**src/rtl/canvas_pkg.sv**
```systemverilog
// Shared types and constants for the canvas RAM access controller.
// The canvas is 2^COORD_W pixels square, and each pixel holds a COLOR_W-bit colour code.
package canvas_pkg;

    localparam int unsigned COORD_W = 7;
    localparam int unsigned COLOR_W = 3;
    localparam int unsigned ADDR_W  = 2 * COORD_W;

    typedef logic [COLOR_W-1:0] color_t;

    localparam color_t COLOR_ERASE  = 3'b000;
    localparam color_t COLOR_RED    = 3'b100;
    localparam color_t COLOR_GREEN  = 3'b010;
    localparam color_t COLOR_BLUE   = 3'b001;
    localparam color_t COLOR_YELLOW = 3'b110;
    localparam color_t COLOR_PURPLE = 3'b101;
    localparam color_t COLOR_WHITE  = 3'b111;

    typedef enum logic {IDLE, CLEAR} clr_state_t;

    typedef enum logic {SLOT_READ, SLOT_WRITE} slot_t;

    typedef struct packed {
        logic [COORD_W-1:0] y;
        logic [COORD_W-1:0] x;
        color_t             color;
    } paint_req_t;

endpackage

```
**src/rtl/canvas_access_ctrl_fifo.sv**
```systemverilog
// Synchronous pointer-based FIFO that buffers brush paint requests.
// A flush empties the FIFO immediately and takes priority over push and pop.
module paint_fifo
    import canvas_pkg::*;
#(
    parameter int unsigned DEPTH = 4
) (
    input  logic       clk,
    input  logic       reset,
    input  logic       flush,
    input  logic       push,
    input  logic       pop,
    input  paint_req_t din,
    output paint_req_t dout,
    output logic       full,
    output logic       empty
);

    localparam int unsigned PTR_W = $clog2(DEPTH);

    paint_req_t     mem_q [DEPTH];
    paint_req_t     mem_d [DEPTH];
    logic [PTR_W:0] wr_ptr_q, wr_ptr_d;
    logic [PTR_W:0] rd_ptr_q, rd_ptr_d;

    // The extra pointer MSB tells a full FIFO apart from an empty one.
    assign empty = (wr_ptr_q == rd_ptr_q);
    assign full  = (wr_ptr_q[PTR_W] != rd_ptr_q[PTR_W]) &&
                   (wr_ptr_q[PTR_W-1:0] == rd_ptr_q[PTR_W-1:0]);
    assign dout  = mem_q[rd_ptr_q[PTR_W-1:0]];

    always_comb begin
        mem_d    = mem_q;
        wr_ptr_d = wr_ptr_q;
        rd_ptr_d = rd_ptr_q;
        if (flush) begin
            wr_ptr_d = '0;
            rd_ptr_d = '0;
        end else begin
            if (push && !full) begin
                mem_d[wr_ptr_q[PTR_W-1:0]] = din;
                wr_ptr_d = wr_ptr_q + (PTR_W+1)'(1);
            end
            if (pop && !empty) begin
                rd_ptr_d = rd_ptr_q + (PTR_W+1)'(1);
            end
        end
    end

    always_ff @(posedge clk) begin
        if (reset) begin
            wr_ptr_q <= '0;
            rd_ptr_q <= '0;
        end else begin
            wr_ptr_q <= wr_ptr_d;
            rd_ptr_q <= rd_ptr_d;
        end
        mem_q <= mem_d;
    end

endmodule

```
**src/rtl/canvas_access_ctrl.sv**
```systemverilog
// Shares the single canvas RAM port between display reads, buffered paint writes and clear sweeps.
// Even (READ) slots always serve the display. Odd (WRITE) slots serve the clear sweep first, then the paint FIFO.
module canvas_access_ctrl
    import canvas_pkg::*;
#(
    parameter int unsigned FIFO_DEPTH = 4
) (
    input  logic               clk,
    input  logic               reset,
    input  logic [COORD_W-1:0] rd_x,
    input  logic [COORD_W-1:0] rd_y,
    output logic [COLOR_W-1:0] rd_data,
    output logic               rd_valid,
    input  logic               wr_valid,
    output logic               wr_ready,
    input  logic [COORD_W-1:0] wr_x,
    input  logic [COORD_W-1:0] wr_y,
    input  logic [COLOR_W-1:0] wr_color,
    input  logic               clear_req,
    input  logic [COLOR_W-1:0] clear_color,
    output logic               clear_busy,
    output logic [ADDR_W-1:0]  ram_addr,
    output logic               ram_we,
    output logic [COLOR_W-1:0] ram_wdata,
    input  logic [COLOR_W-1:0] ram_rdata
);

    slot_t           slot_q, slot_d;
    clr_state_t      state_q, state_d;
    logic [ADDR_W:0] clr_addr_q, clr_addr_d;
    color_t          clr_color_q, clr_color_d;
    color_t          rd_data_q, rd_data_d;
    logic            rd_valid_q, rd_valid_d;

    logic            clear_start;
    logic            fifo_push, fifo_pop, fifo_full, fifo_empty;
    paint_req_t      fifo_din, fifo_dout;

    assign clear_start = (state_q == IDLE) && clear_req;
    assign wr_ready    = !fifo_full && !clear_start;
    assign fifo_push   = wr_valid && wr_ready;
    assign fifo_din    = '{y: wr_y, x: wr_x, color: wr_color};

    paint_fifo #(
        .DEPTH (FIFO_DEPTH)
    ) u_fifo (
        .clk   (clk),
        .reset (reset),
        .flush (clear_start),
        .push  (fifo_push),
        .pop   (fifo_pop),
        .din   (fifo_din),
        .dout  (fifo_dout),
        .full  (fifo_full),
        .empty (fifo_empty)
    );

    always_comb begin
        slot_d      = (slot_q == SLOT_READ) ? SLOT_WRITE : SLOT_READ;
        state_d     = state_q;
        clr_addr_d  = clr_addr_q;
        clr_color_d = clr_color_q;
        rd_data_d   = rd_data_q;
        rd_valid_d  = 1'b0;
        fifo_pop    = 1'b0;
        ram_addr    = '0;
        ram_we      = 1'b0;
        ram_wdata   = '0;

        // The cycle after a READ slot carries that slot's RAM data.
        if (slot_q == SLOT_WRITE) begin
            rd_data_d  = ram_rdata;
            rd_valid_d = 1'b1;
        end

        if (slot_q == SLOT_READ) begin
            ram_addr = {rd_y, rd_x};
        end else if (state_q == CLEAR) begin
            ram_we     = 1'b1;
            ram_addr   = clr_addr_q[ADDR_W-1:0];
            ram_wdata  = clr_color_q;
            clr_addr_d = clr_addr_q + (ADDR_W+1)'(1);
            if (clr_addr_d[ADDR_W]) begin
                state_d    = IDLE;
                clr_addr_d = '0;
            end
        end else if (!fifo_empty && !clear_start) begin
            // A clear starting in this cycle discards the head along with the rest of the FIFO.
            fifo_pop  = 1'b1;
            ram_we    = 1'b1;
            ram_addr  = {fifo_dout.y, fifo_dout.x};
            ram_wdata = fifo_dout.color;
        end

        if (clear_start) begin
            state_d     = CLEAR;
            clr_addr_d  = '0;
            clr_color_d = clear_color;
        end

        if (reset) begin
            ram_we    = 1'b0;
            ram_addr  = '0;
            ram_wdata = '0;
        end
    end

    always_ff @(posedge clk) begin
        if (reset) begin
            slot_q      <= SLOT_READ;
            state_q     <= IDLE;
            clr_addr_q  <= '0;
            clr_color_q <= '0;
            rd_data_q   <= '0;
            rd_valid_q  <= 1'b0;
        end else begin
            slot_q      <= slot_d;
            state_q     <= state_d;
            clr_addr_q  <= clr_addr_d;
            clr_color_q <= clr_color_d;
            rd_data_q   <= rd_data_d;
            rd_valid_q  <= rd_valid_d;
        end
    end

    assign rd_data    = rd_data_q;
    assign rd_valid   = rd_valid_q;
    assign clear_busy = (state_q == CLEAR);

endmodule
```
**config.mk**
```make
export PLATFORM = sky130hd
export DESIGN_NAME = canvas_access_ctrl
export DESIGN_NICKNAME = d
export VERILOG_FILES = /design/src/rtl/canvas_pkg.sv /design/src/rtl/canvas_access_ctrl_fifo.sv /design/src/rtl/canvas_access_ctrl.sv
export SDC_FILE = /design/constraint.sdc
export NUM_CORES = 1
export LEC_CHECK = 0
export CAP_MARGIN = 20
export CORE_MARGIN = 2
export CORE_UTILIZATION = 53
export DETAILED_ROUTE_END_ITERATION = 16
export PLACE_DENSITY = 0.79
export SYNTH_ARGS = -nofsm -noshare
export SYNTH_HDL_FRONTEND = slang
export SYNTH_SLANG_ARGS = --single-unit
export TNS_END_PERCENT = 5
```
**constraint.sdc**
```tcl
create_clock -name clk -period 2.5 [get_ports clk]
set_clock_uncertainty 0.2 [all_clocks]
set_input_delay 0.5 -clock clk [delete_from_list [all_inputs] [get_ports clk]]
set_output_delay 0.5 -clock clk [all_outputs]
set_load 0.05 [all_outputs]
```
Word level (Yosys, flattened, before mapping)
Index checks and enable logic that the tools add are counted.
{"block": "op_classes", "add_sub_neg": 3, "magnitude_cmp": 3, "n_eq_ne": 3, "mux": 27, "bitwise": 4, "n_reduce_logical": 15}
{"cell": "$mux 14", "n": 5}
{"cell": "$bwmux 68", "n": 1}
{"cell": "$mux 17", "n": 3}
{"cell": "$bmux 17 s2", "n": 1}
{"cell": "$demux 17 s2", "n": 1}
{"cell": "$add 15x1->15 const B", "n": 1}
{"cell": "$mux 1", "n": 12}
{"cell": "$mux 3", "n": 4}
{"cell": "$logic_and 1x1->1", "n": 8}
{"cell": "$add 3x1->3 const B", "n": 2}
{"cell": "$ge 3x3->1 const B", "n": 2}
{"cell": "$not 2->3", "n": 2}
{"cell": "$reduce_and 2->1", "n": 2}
{"cell": "$eq 3x3->1", "n": 1}
{"cell": "$logic_not 1->1", "n": 3}
{"cell": "$lt 3x1->1 const B", "n": 1}
{"cell": "$eq 2x2->1", "n": 1}
{"cell": "$not 1->1", "n": 2}
{"cell": "$reduce_bool 2->1", "n": 1}
{"cell": "$reduce_or 2->1", "n": 1}
{"cell": "$ne 1x1->1", "n": 1}
{"block": "totals", "ff_bits": 98, "input_bits": 41, "out_inout_bits": 24, "wordCells": 75}

Depth between registers and ports, before layout
Gate-level depths: netlist of run 1.
{"block": "depth", "depth_word": 8, "mapped_depth": 7, "depth_no_buf": 5}

Cells and area by module
A second synthesis of run 1 with hierarchy kept.
{"block": "hier_totals", "hier_cells": 328, "hier_area_um2": 4346.7}
{"mod": "paint_fifo", "n_inst": 1, "cells_per_inst": 159, "area_each_um2": 3006.6, "seq_area_each_um2": 2162.1}
{"mod": "canvas_access_ctrl", "n_inst": 1, "cells_per_inst": 169, "area_each_um2": 1340.0, "seq_area_each_um2": 460.4}

Worst setup path before layout of run 1
OpenSTA, ideal clock, no wires.
{"block": "synth_path", "path_kind": "register -> output", "startpoint": "register u_fifo.rd_ptr_q[1]", "endpoint": "output ram_addr[0]", "arrival_ns": 2.024, "required_ns": 1.800, "setup_slack_ns": -0.224, "path_stages_with_launch": 6, "path_buffers": 1, "cell_sequence": "dfxtp_1 buf_4 xnor2_2 nand3_1 nand3_1 o21ai_0"}
{"block": "synth_between", "elab_chain_len": 8, "word_cells_on_any_way": 11, "cone_classes": "1 x eq/ne; 7 x mux; 1 x bitwise; 2 x reduce/logical"}
{"item": "from (decl)", "line_no": "canvas_access_ctrl_fifo.sv:24", "rtl": "logic [PTR_W:0] rd_ptr_q, rd_ptr_d;"}
{"item": "from (signal assigned)", "line_no": "canvas_access_ctrl_fifo.sv:56", "rtl": "rd_ptr_q <= rd_ptr_d;"}
{"item": "$not 2->3 (not written as such)", "line_no": "canvas_access_ctrl_fifo.sv:30", "rtl": "assign dout = mem_q[rd_ptr_q[PTR_W-1:0]];"}
{"item": "$bmux 17 s2", "line_no": "canvas_access_ctrl_fifo.sv:30"}
{"item": "$mux 17 (not written as such) (2 in series)", "line_no": "canvas_access_ctrl_fifo.sv:30"}
{"item": "$mux 14 (*)", "line_no": "canvas_access_ctrl.sv:87", "rtl": "end else if (!fifo_empty && !clear_start) begin"}
{"item": "$mux 14 (*)", "line_no": "canvas_access_ctrl.sv:78", "rtl": "end else if (state_q == CLEAR) begin"}
{"item": "$mux 14 (*)", "line_no": "canvas_access_ctrl.sv:76", "rtl": "if (slot_q == SLOT_READ) begin"}
{"item": "$mux 14 (*)", "line_no": "canvas_access_ctrl.sv:101", "rtl": "if (reset) begin"}
{"item": "to (decl)", "line_no": "canvas_access_ctrl.sv:22", "rtl": "output logic [ADDR_W-1:0] ram_addr,"}
Every way passes the cells marked *; elsewhere a longest branch is shown, timed or not. The select of a mux whose other input is x is not followed.

Worst setup path after layout of run 1
{"block": "layout_path", "startpoint": "register u_fifo.rd_ptr_q[0]", "endpoint": "output ram_addr[8]"}
The elaborated chain is that of the path after synthesis.

==> Flow_metrics.wiki, run 1 <==
{| class="wikitable"
! Metric !! Value
|-
| GRT Residual Overflow || 0
|-
| Die Height || 92.9 µm
|-
| Avg Cell Area, Syn || 14.1 µm²
|-
| Cell leakage power || 1.98 nW
|-
| Outcome || finished with violations
|-
| Critical Path RT || 1.80 ns
|-
| Element type at the critical path end || output port
|-
| Relative contribution of combinational cells to total power || 13.2%
|-
| Initial core utilization || 54.4%
|-
| Kind of start point of the critical path || flip-flop
|-
| Max-cap check violation count || 0
|-
| Fraction of power consumed by the clock network || 30.5%
|-
| Share of synthesized area occupied by flip-flops and latches || 62.7%
|-
| Post-synthesis instance area || 0.00418 mm²
|-
| Beginning of the worst hold path || rd_data[0]
|-
| Layout cell share with drive strength beyond 1 || 33.7%
|-
| FILL cells || 483
|-
| Core area || 0.00769 mm²
|-
| Internal power component || 0.00234 W
|-
| Number of flops mapped to enable cells by yosys || 68
|-
| Clock network latency to the later pin of the worst-skew pair || 0.36 ns
|-
| Final Setup Violations || 12
|-
| Fin cells || 500
|-
| Hold Path Depth || 2
|-
| Power after layout || 0.00315 W
|-
| Final core utilization || 73.6%
|-
| Number of clock sinks || 97
|-
| Clock tree from TritonCTS || built
|-
| H-tree levels || 3
|-
| Worst hold path endpoint || rd_data[0]
|-
| Class of the most critical hold timing path || flip-flop to flip-flop
|-
| Worst-margin pin slew || 0.504 ns
|-
| Floorplan die area || 0.00862 mm²
|-
| First-pass DRT Iterations || 4
|-
| Share of the clock period used by the worst path || 102%
|-
| Setup slack of the critical path after layout || -0.0458 ns
|-
| RD Place Congestion || 0.817
|-
| Max Slew Vio Count || 0
|-
| Largest net degree at the start of global routing || 19
|-
| CTS root buf || sky130_fd_sc_hd__clkbuf_8
|-
| Vias in the first global route || 2874
|-
| Via Count || 2731
|-
| Number of port buffers || 64
|-
| Sw power || 0.000813 W
|-
| Fmax || 393 MHz
|-
| Failing checks || negative setup slack
|-
| Remaining design rule violation count || 0
|-
| Number of nets in the layout || 440
|-
| Starting DRC count in detailed routing || 116
|-
| Peak VDD IR || 0.348 mV
|-
| Power density normalized to cell area || 558 mW/mm²
|-
| Average wire per standard cell || 17.9 µm
|-
| Number of buffers created by CTS || 9
|-
| Number of warning messages in the yosys log || 0
|-
| Number of buffers on the longest clock path || 2
|-
| Total global routing track utilization || 22.1%
|-
| Placed instance area || 0.00534 mm²
|-
| Hold buffer count at cts || 0
|-
| Die width || 92.9 µm
|-
| Post-DRT Antenna Nets || 0
|-
| Share of power burned in registers || 56.3%
|-
| Post-route minimum period || 2.55 ns
|-
| Total nets after synthesis || 344
|-
| Unrepaired setup endpoints after global routing || yes
|-
| Critical path type || flip-flop to output port
|-
| DPL Wire Length || 6.13 mm
|-
| Launch instance of the worst register-to-register path || u_fifo.rd_ptr_q[0]
|-
| Final Instance Area || 0.00566 mm²
|-
| Vias per Instance || 5.46
|-
| Synth async-reset ratio || 0%
|-
| Wire length of the first global-routing pass || 14.4 mm
|-
| Post-CTS clock slew at the launch and capture registers of the worst setup and hold paths || 0.10 ns
|-
| Number of storage elements in the synthesis netlist || 97
|-
| Number of hold-slack violations in the final timing report || 0
|-
| Critical path data arrival time || 1.85 ns
|-
| Final wirelength || 8.95 mm
|-
| Placement Rows || 32
|-
| Worst Reg2Reg Path Length in Cells || 6
|-
| Cells after DPL || 483
|-
| Maximum fanout along the worst path || 5
|-
| Gate count after technology mapping || 297
|-
| Setup slack, reg-to-reg || 0.34 ns
|-
| Ports || 65
|-
| Initial antenna violation count || 0
|-
| Capturing point of the worst reg2reg path || u_fifo.mem_q[47]
|-
| Layout-stage area growth over the synthesis result || 35.2%
|-
| Post-Place Worst Slack || -0.211 ns
|-
| Flip-flop cell with the highest count after synthesis || sky130_fd_sc_hd__edfxtp_1
|-
| Synth unique cells || 42
|-
| Worst slew slack as a fraction of its limit || 66.3%
|-
| Net switching fraction of the power || 25.8%
|-
| Final antenna diode count || 0
|}
-- worst max-delay path, stage by stage, from the launching register on --
cell                      delay [ns]
sky130_fd_sc_hd__dfxtp_4        0.40
sky130_fd_sc_hd__buf_8          0.13
sky130_fd_sc_hd__buf_8          0.12
sky130_fd_sc_hd__mux4_2         0.51
sky130_fd_sc_hd__inv_2          0.08
sky130_fd_sc_hd__o21ai_2        0.08
sky130_fd_sc_hd__buf_12         0.16
-- synthesized netlist by cell type, types with 4 or more instances --
cell type / instances / area, µm²
sky130_fd_sc_hd__a22oi_1: 14 / 105
sky130_fd_sc_hd__and2_1: 4 / 25.0
sky130_fd_sc_hd__buf_2: 6 / 30.0
sky130_fd_sc_hd__dfxtp_1: 29 / 581
sky130_fd_sc_hd__edfxtp_1: 68 / 2040
sky130_fd_sc_hd__ha_1: 6 / 75.1
sky130_fd_sc_hd__inv_1: 22 / 82.6
sky130_fd_sc_hd__mux2i_1: 7 / 70.1
sky130_fd_sc_hd__mux4_1: 7 / 184
sky130_fd_sc_hd__mux4_2: 10 / 225
sky130_fd_sc_hd__nand2_1: 13 / 48.8
sky130_fd_sc_hd__nand3_1: 9 / 45.0
sky130_fd_sc_hd__nand4_1: 5 / 31.3
sky130_fd_sc_hd__nor2_1: 25 / 93.8
sky130_fd_sc_hd__nor4_1: 4 / 25.0
sky130_fd_sc_hd__o21ai_0: 8 / 40.0
sky130_fd_sc_hd__o21ai_1: 10 / 50.1
sky130_fd_sc_hd__xnor2_1: 12 / 105
sky130_fd_sc_hd__xor2_1: 5 / 43.8
-- placed cells by master, fill, tap and decap left out, types with 2 or more instances in the layout --
cell type / netlist / routed
sky130_fd_sc_hd__buf_12: 0 / 21
sky130_fd_sc_hd__buf_4: 3 / 28
sky130_fd_sc_hd__nor4_1: 4 / 4
sky130_fd_sc_hd__mux4_2: 10 / 17
sky130_fd_sc_hd__nand4_1: 5 / 5
sky130_fd_sc_hd__clkbuf_8: 0 / 9
sky130_fd_sc_hd__o21ai_1: 10 / 3
sky130_fd_sc_hd__clkinv_4: 0 / 2
sky130_fd_sc_hd__and2_1: 4 / 4
sky130_fd_sc_hd__dfxtp_1: 29 / 24
sky130_fd_sc_hd__buf_8: 0 / 3
sky130_fd_sc_hd__nand3_1: 9 / 7
sky130_fd_sc_hd__o21ai_2: 0 / 14
sky130_fd_sc_hd__nor2_1: 25 / 24
sky130_fd_sc_hd__ha_1: 6 / 6
sky130_fd_sc_hd__inv_1: 22 / 6
sky130_fd_sc_hd__a22oi_1: 14 / 13
sky130_fd_sc_hd__xnor2_4: 0 / 2
sky130_fd_sc_hd__mux2i_1: 7 / 7
sky130_fd_sc_hd__clkdlybuf4s50_1: 0 / 43
sky130_fd_sc_hd__buf_6: 2 / 2
sky130_fd_sc_hd__nand2_1: 13 / 13
sky130_fd_sc_hd__nor3_1: 3 / 3
sky130_fd_sc_hd__dfxtp_2: 0 / 4
sky130_fd_sc_hd__edfxtp_1: 68 / 68
sky130_fd_sc_hd__inv_2: 0 / 16
sky130_fd_sc_hd__dlygate4sd2_1: 0 / 2
sky130_fd_sc_hd__xnor2_1: 12 / 11
sky130_fd_sc_hd__a31oi_1: 2 / 2
sky130_fd_sc_hd__inv_8: 0 / 3
sky130_fd_sc_hd__xor2_1: 5 / 5
-- per-stage QoR --
step	hold WS (ns)	setup TNS (ns)
2_1_floorplan	0.260	-2.32
3_3_place_gp	0.271	-2.41
3_5_place_dp	0.282	-3.42
4_1_cts	0.306	-0.624
5_1_grt	0.324	-1.10
6_report	0.300	-0.193
-- what timing repair did --
action                     in CTS  in global routing
setup endpoints to repair      18                 17
hold endpoints to repair        0                  0
pin swaps                       3                  2
resized for setup              58                 12
setup buffers                   2                  1
-- how the worst max path moves through the flow --
| stage | slack, ns | end | depth (start not counted) | from |
|---|---|---|---|---|
| global placement | -0.17 | ram_addr[13] | 8 | reset |
| finish | -0.05 | ram_addr[8] | 6 | u_fifo.rd_ptr_q[0] |
| CTS | -0.07 | ram_addr[2] | 6 | u_fifo.rd_ptr_q[0] |
| floorplan | -0.22 | ram_addr[0] | 5 | u_fifo.rd_ptr_q[1] |
| detailed placement | -0.21 | ram_addr[13] | 8 | reset |
| global route | -0.10 | ram_addr[10] | 6 | u_fifo.rd_ptr_q[0] |
-- metal layers --
layer | part of all wire [%] | wire (µm) | global-route usage (%)
met3 | 5.5 | 496 | 3.99
met4 | 2.7 | 239 | 9.19
met1 | 43 | 3810 | 28.9
met2 | 49 | 4400 | 36.8
met5 | 0 | 0 | 0
-- layout make-up --
| cell class | count | area, µm² | area share, % |
|---|---|---|---|
| clock buffer | 9 | 124 | 2.19 |
| tap | 102 | 128 | 2.26 |
| inverter | 22 | 82.6 | 1.46 |
| sequential | 97 | 2630 | 46.5 |
| multi-input combinational | 164 | 1480 | 26.2 |
| timing repair buffer | 99 | 1150 | 20.3 |
| clock inverter | 7 | 62.6 | 1.11 |
-- sequential cells by signal, indices dropped and copies added (netlist names) --
name             count
u_fifo.mem_q        68
u_fifo.wr_ptr_q      3
clr_addr_q          14
rd_valid             1
clear_busy           1
u_fifo.rd_ptr_q      3
slot_q               1
rd_data              3
clr_color_q          3
-- logic make-up after synthesis --
| group | synth area share [%] |
|---|---|
| AO/OA/AOI/OAI | 7.00 |
| XOR/XNOR | 4.34 |
| adder cells (fa/ha/maj) | 1.79 |
| buffers and inverters | 4.04 |
| flip-flops | 62.7 |
| multiplexers | 11.5 |
| AND/OR/NAND/NOR | 8.70 |
-- power by group through the flow --
stage	Combinational (W)	Clock (W)	Sequential [W]
finish	0.000415	0.000962	0.00178
global route	0.000437	0.00105	0.00178
CTS	0.000412	0.000980	0.00178
detailed placement	0.000392	0	0.00181
global placement	0.000385	0	0.00181
floorplan	0.000170	0	0.00182
No activity file was read; power rests on OpenSTA's default activity.
==> run 2, diff against run 1 <==
--- a/config.mk
+++ b/config.mk
@@ -9,7 +9,7 @@
 export CORE_MARGIN = 2
 export CORE_UTILIZATION = 53
 export DETAILED_ROUTE_END_ITERATION = 16
-export PLACE_DENSITY = 0.79
+export PLACE_DENSITY_LB_ADDON = 0.3
 export SYNTH_ARGS = -nofsm -noshare
 export SYNTH_HDL_FRONTEND = slang
 export SYNTH_SLANG_ARGS = --single-unit
==> Flow_metrics.wiki, run 2 (synthesis results as in run 1) <==
{| class="wikitable"
! Metric !! Value
|-
| Outcome || finished with violations
|-
| Failing checks || negative setup slack
|-
| Critical path data arrival time || 1.88 ns
|-
| Final Setup Violations || 17
|-
| Initial core utilization || 54.4%
|-
| Launch instance of the worst register-to-register path || u_fifo.rd_ptr_q[0]
|-
| Hold Path Depth || 2
|-
| Peak VDD IR || 0.367 mV
|-
| Library cell contributing the largest single delay on the critical path || sky130_fd_sc_hd__mux4_1
|-
| Final core utilization || 76.4%
|-
| H-tree levels || 3
|-
| Layout-stage area growth over the synthesis result || 40.3%
|-
| Worst-margin pin slew || 0.536 ns
|-
| Hold buffer count at cts || 0
|-
| Share of the clock period used by the worst path || 103%
|-
| Final antenna diode count || 0
|-
| Worst Path Buf+Inv || 3
|-
| Worst Reg2Reg Path Length in Cells || 5
|-
| Vias in the first global route || 2878
|-
| Worst hold path endpoint || rd_data[1]
|-
| Die Height || 92.9 µm
|-
| Power density normalized to cell area || 549 mW/mm²
|-
| Post-DRT Antenna Nets || 0
|-
| Post-route minimum period || 2.58 ns
|-
| Floorplan die area || 0.00862 mm²
|-
| Unrepaired setup endpoints after global routing || yes
|-
| Total global routing track utilization || 24.2%
|-
| Maximum fanout along the worst path || 5
|-
| Number of nets in the layout || 440
|-
| Die width || 92.9 µm
|-
| Final wirelength || 10.4 mm
|-
| Layout cell share with drive strength beyond 1 || 38.4%
|-
| Core area || 0.00769 mm²
|-
| Beginning of the worst hold path || rd_data[1]
|-
| Class of the most critical hold timing path || flip-flop to flip-flop
|-
| Met3 track demand over resource in global routing || 3.66%
|-
| Setup slack, reg-to-reg || 0.33 ns
|-
| Critical Path RT || 1.80 ns
|-
| Layer carrying the most global-route usage || met2
|-
| Stage delay of the slowest cell on the critical path || 0.60 ns
|-
| Post-Place Worst Slack || -0.539 ns
|-
| Average wire per standard cell || 20.7 µm
|-
| Commonest non-fill, non-tap cell in the layout || sky130_fd_sc_hd__edfxtp_1
|-
| Met1 Use GR || 31.0%
|-
| Largest net degree at the start of global routing || 20
|-
| Clock tree from TritonCTS || built
|-
| GRT Residual Overflow || 0
|-
| Vias per Instance || 5.78
|-
| Final Instance Area || 0.00587 mm²
|-
| Element type at the critical path end || output port
|-
| Number of hold-slack violations in the final timing report || 0
|-
| Initial antenna violation count || 0
|-
| Gate family responsible for the most delay along the worst path || multiplexers
|-
| DPL Wire Length || 6.08 mm
|-
| Number of clock sinks || 97
|-
| Cell leakage power || 2.04 nW
|-
| Setup slack of the critical path after layout || -0.0825 ns
|-
| Ports || 65
|-
| Wire length of the first global-routing pass || 15.3 mm
|-
| Clock network latency to the later pin of the worst-skew pair || 0.37 ns
|-
| Starting DRC count in detailed routing || 182
|-
| Placed instance area || 0.00528 mm²
|-
| Largest registers || u_fifo.mem_q (68), clr_addr_q (14)
|-
| Worst path most repeated cell || sky130_fd_sc_hd__buf_12
|-
| Reg with most FFs || u_fifo.mem_q
|-
| Max FFs per register || 68
|-
| Worst-path cell chain || buf_12 -> mux4_1 -> inv_1 -> o21ai_2 -> buf_12
|-
| Via Count || 2890
|-
| Worst slew slack as a fraction of its limit || 64.2%
|-
| Post-CTS clock slew at the launch and capture registers of the worst setup and hold paths || 0.11 ns
|-
| Kind of start point of the critical path || flip-flop
|-
| GR Layer Usage met2 || 40.6%
|-
| Placement Rows || 32
|-
| Number of port buffers || 64
|-
| Most frequent cells in the layout || sky130_fd_sc_hd__edfxtp_1 (68), sky130_fd_sc_hd__clkdlybuf4s50_1 (42), sky130_fd_sc_hd__dfxtp_1 (24), sky130_fd_sc_hd__buf_12 (24), sky130_fd_sc_hd__nor2_1 (23)
|-
| Capturing point of the worst reg2reg path || u_fifo.mem_q[5]
|-
| Number of buffers created by CTS || 9
|-
| Max-cap check violation count || 0
|-
| CTS root buf || sky130_fd_sc_hd__clkbuf_8
|-
| Number of buffers on the longest clock path || 2
|-
| First-pass DRT Iterations || 4
|-
| Max Slew Vio Count || 0
|-
| RD Place Congestion || 0.838
|-
| Fmax || 387 MHz
|-
| Critical path type || flip-flop to output port
|-
| Remaining design rule violation count || 0
|}
## run 2: changes by cell type in the layout (fill, tap and decap cells not counted), moves of 2 or more
cell | previous run | this run
sky130_fd_sc_hd__a22oi_1 | 13 | 1
sky130_fd_sc_hd__a22oi_2 | 1 | 13
sky130_fd_sc_hd__buf_12 | 21 | 24
sky130_fd_sc_hd__buf_16 | 0 | 3
sky130_fd_sc_hd__buf_4 | 28 | 19
sky130_fd_sc_hd__buf_6 | 2 | 7
sky130_fd_sc_hd__buf_8 | 3 | 0
sky130_fd_sc_hd__nand2_1 | 13 | 11
sky130_fd_sc_hd__nand2_2 | 0 | 2
sky130_fd_sc_hd__o21ai_1 | 3 | 0
sky130_fd_sc_hd__o21ai_2 | 14 | 17
## run 2: per-stage QoR
stage                     total power (W)  TNS [ns]  cells  hold WS [ns]
after CTS                         0.00321    -0.569    495         0.314
after detailed placement          0.00220     -7.34    472         0.282
after global placement            0.00219     -6.02    472         0.274
after global routing              0.00333     -1.49    500         0.345
final                             0.00322    -0.749    500         0.303
after floorplan                   0.00199     -2.32    297         0.260
## run 2: layer usage
layer  wire [µm]  up-vias
li1            -     1306
met1        4120     1439
met2        5350      115
met3         517       30
met4         375        0
met5           0        -
## run 2: worst max path at each step
stage                     depth (start not counted)           end  slack (ns)                from
after global routing                              8  ram_wdata[1]       -0.10  u_fifo.rd_ptr_q[0]
final                                             5   ram_addr[0]       -0.08  u_fifo.rd_ptr_q[0]
after global placement                            5  ram_addr[13]       -0.41               reset
after floorplan                                   5   ram_addr[0]       -0.22  u_fifo.rd_ptr_q[1]
after detailed placement                          5   ram_addr[5]       -0.54               reset
after CTS                                         6   ram_addr[6]       -0.05  u_fifo.rd_ptr_q[0]
## run 2: tightest hold or removal path, cell delays in order (launching register included)
cell	delay [ns]
sky130_fd_sc_hd__dfxtp_1	0.34
sky130_fd_sc_hd__mux2i_1	0.06
sky130_fd_sc_hd__nor2_1	0.07
## run 2: where the power goes
part | total, W | internal [W] | switching [W]
sequential | 0.00178 | 0.00176 | 0.0000245
combinational | 0.000443 | 0.000217 | 0.000226
clock | 0.000999 | 0.000391 | 0.000608
total | 0.00322 | 0.00237 | 0.000858
## run 2: timing repair
action                                  4_1_cts  5_1_grt
endpoints found under the setup margin       18       18
pin swaps                                     0        7
buffers inserted                              3        4
resized for setup                            58       36
gates cloned                                  4        1
## run 2: cell type report
type / count / area (µm²)
multi-input cells: 164 / 1570
clock inverters: 7 / 68.8
well taps: 102 / 128
fillers: 440 / 1820
inverters: 22 / 82.6
repair buffers: 99 / 1260
clock buffers: 9 / 124
flip-flops and latches: 97 / 2630
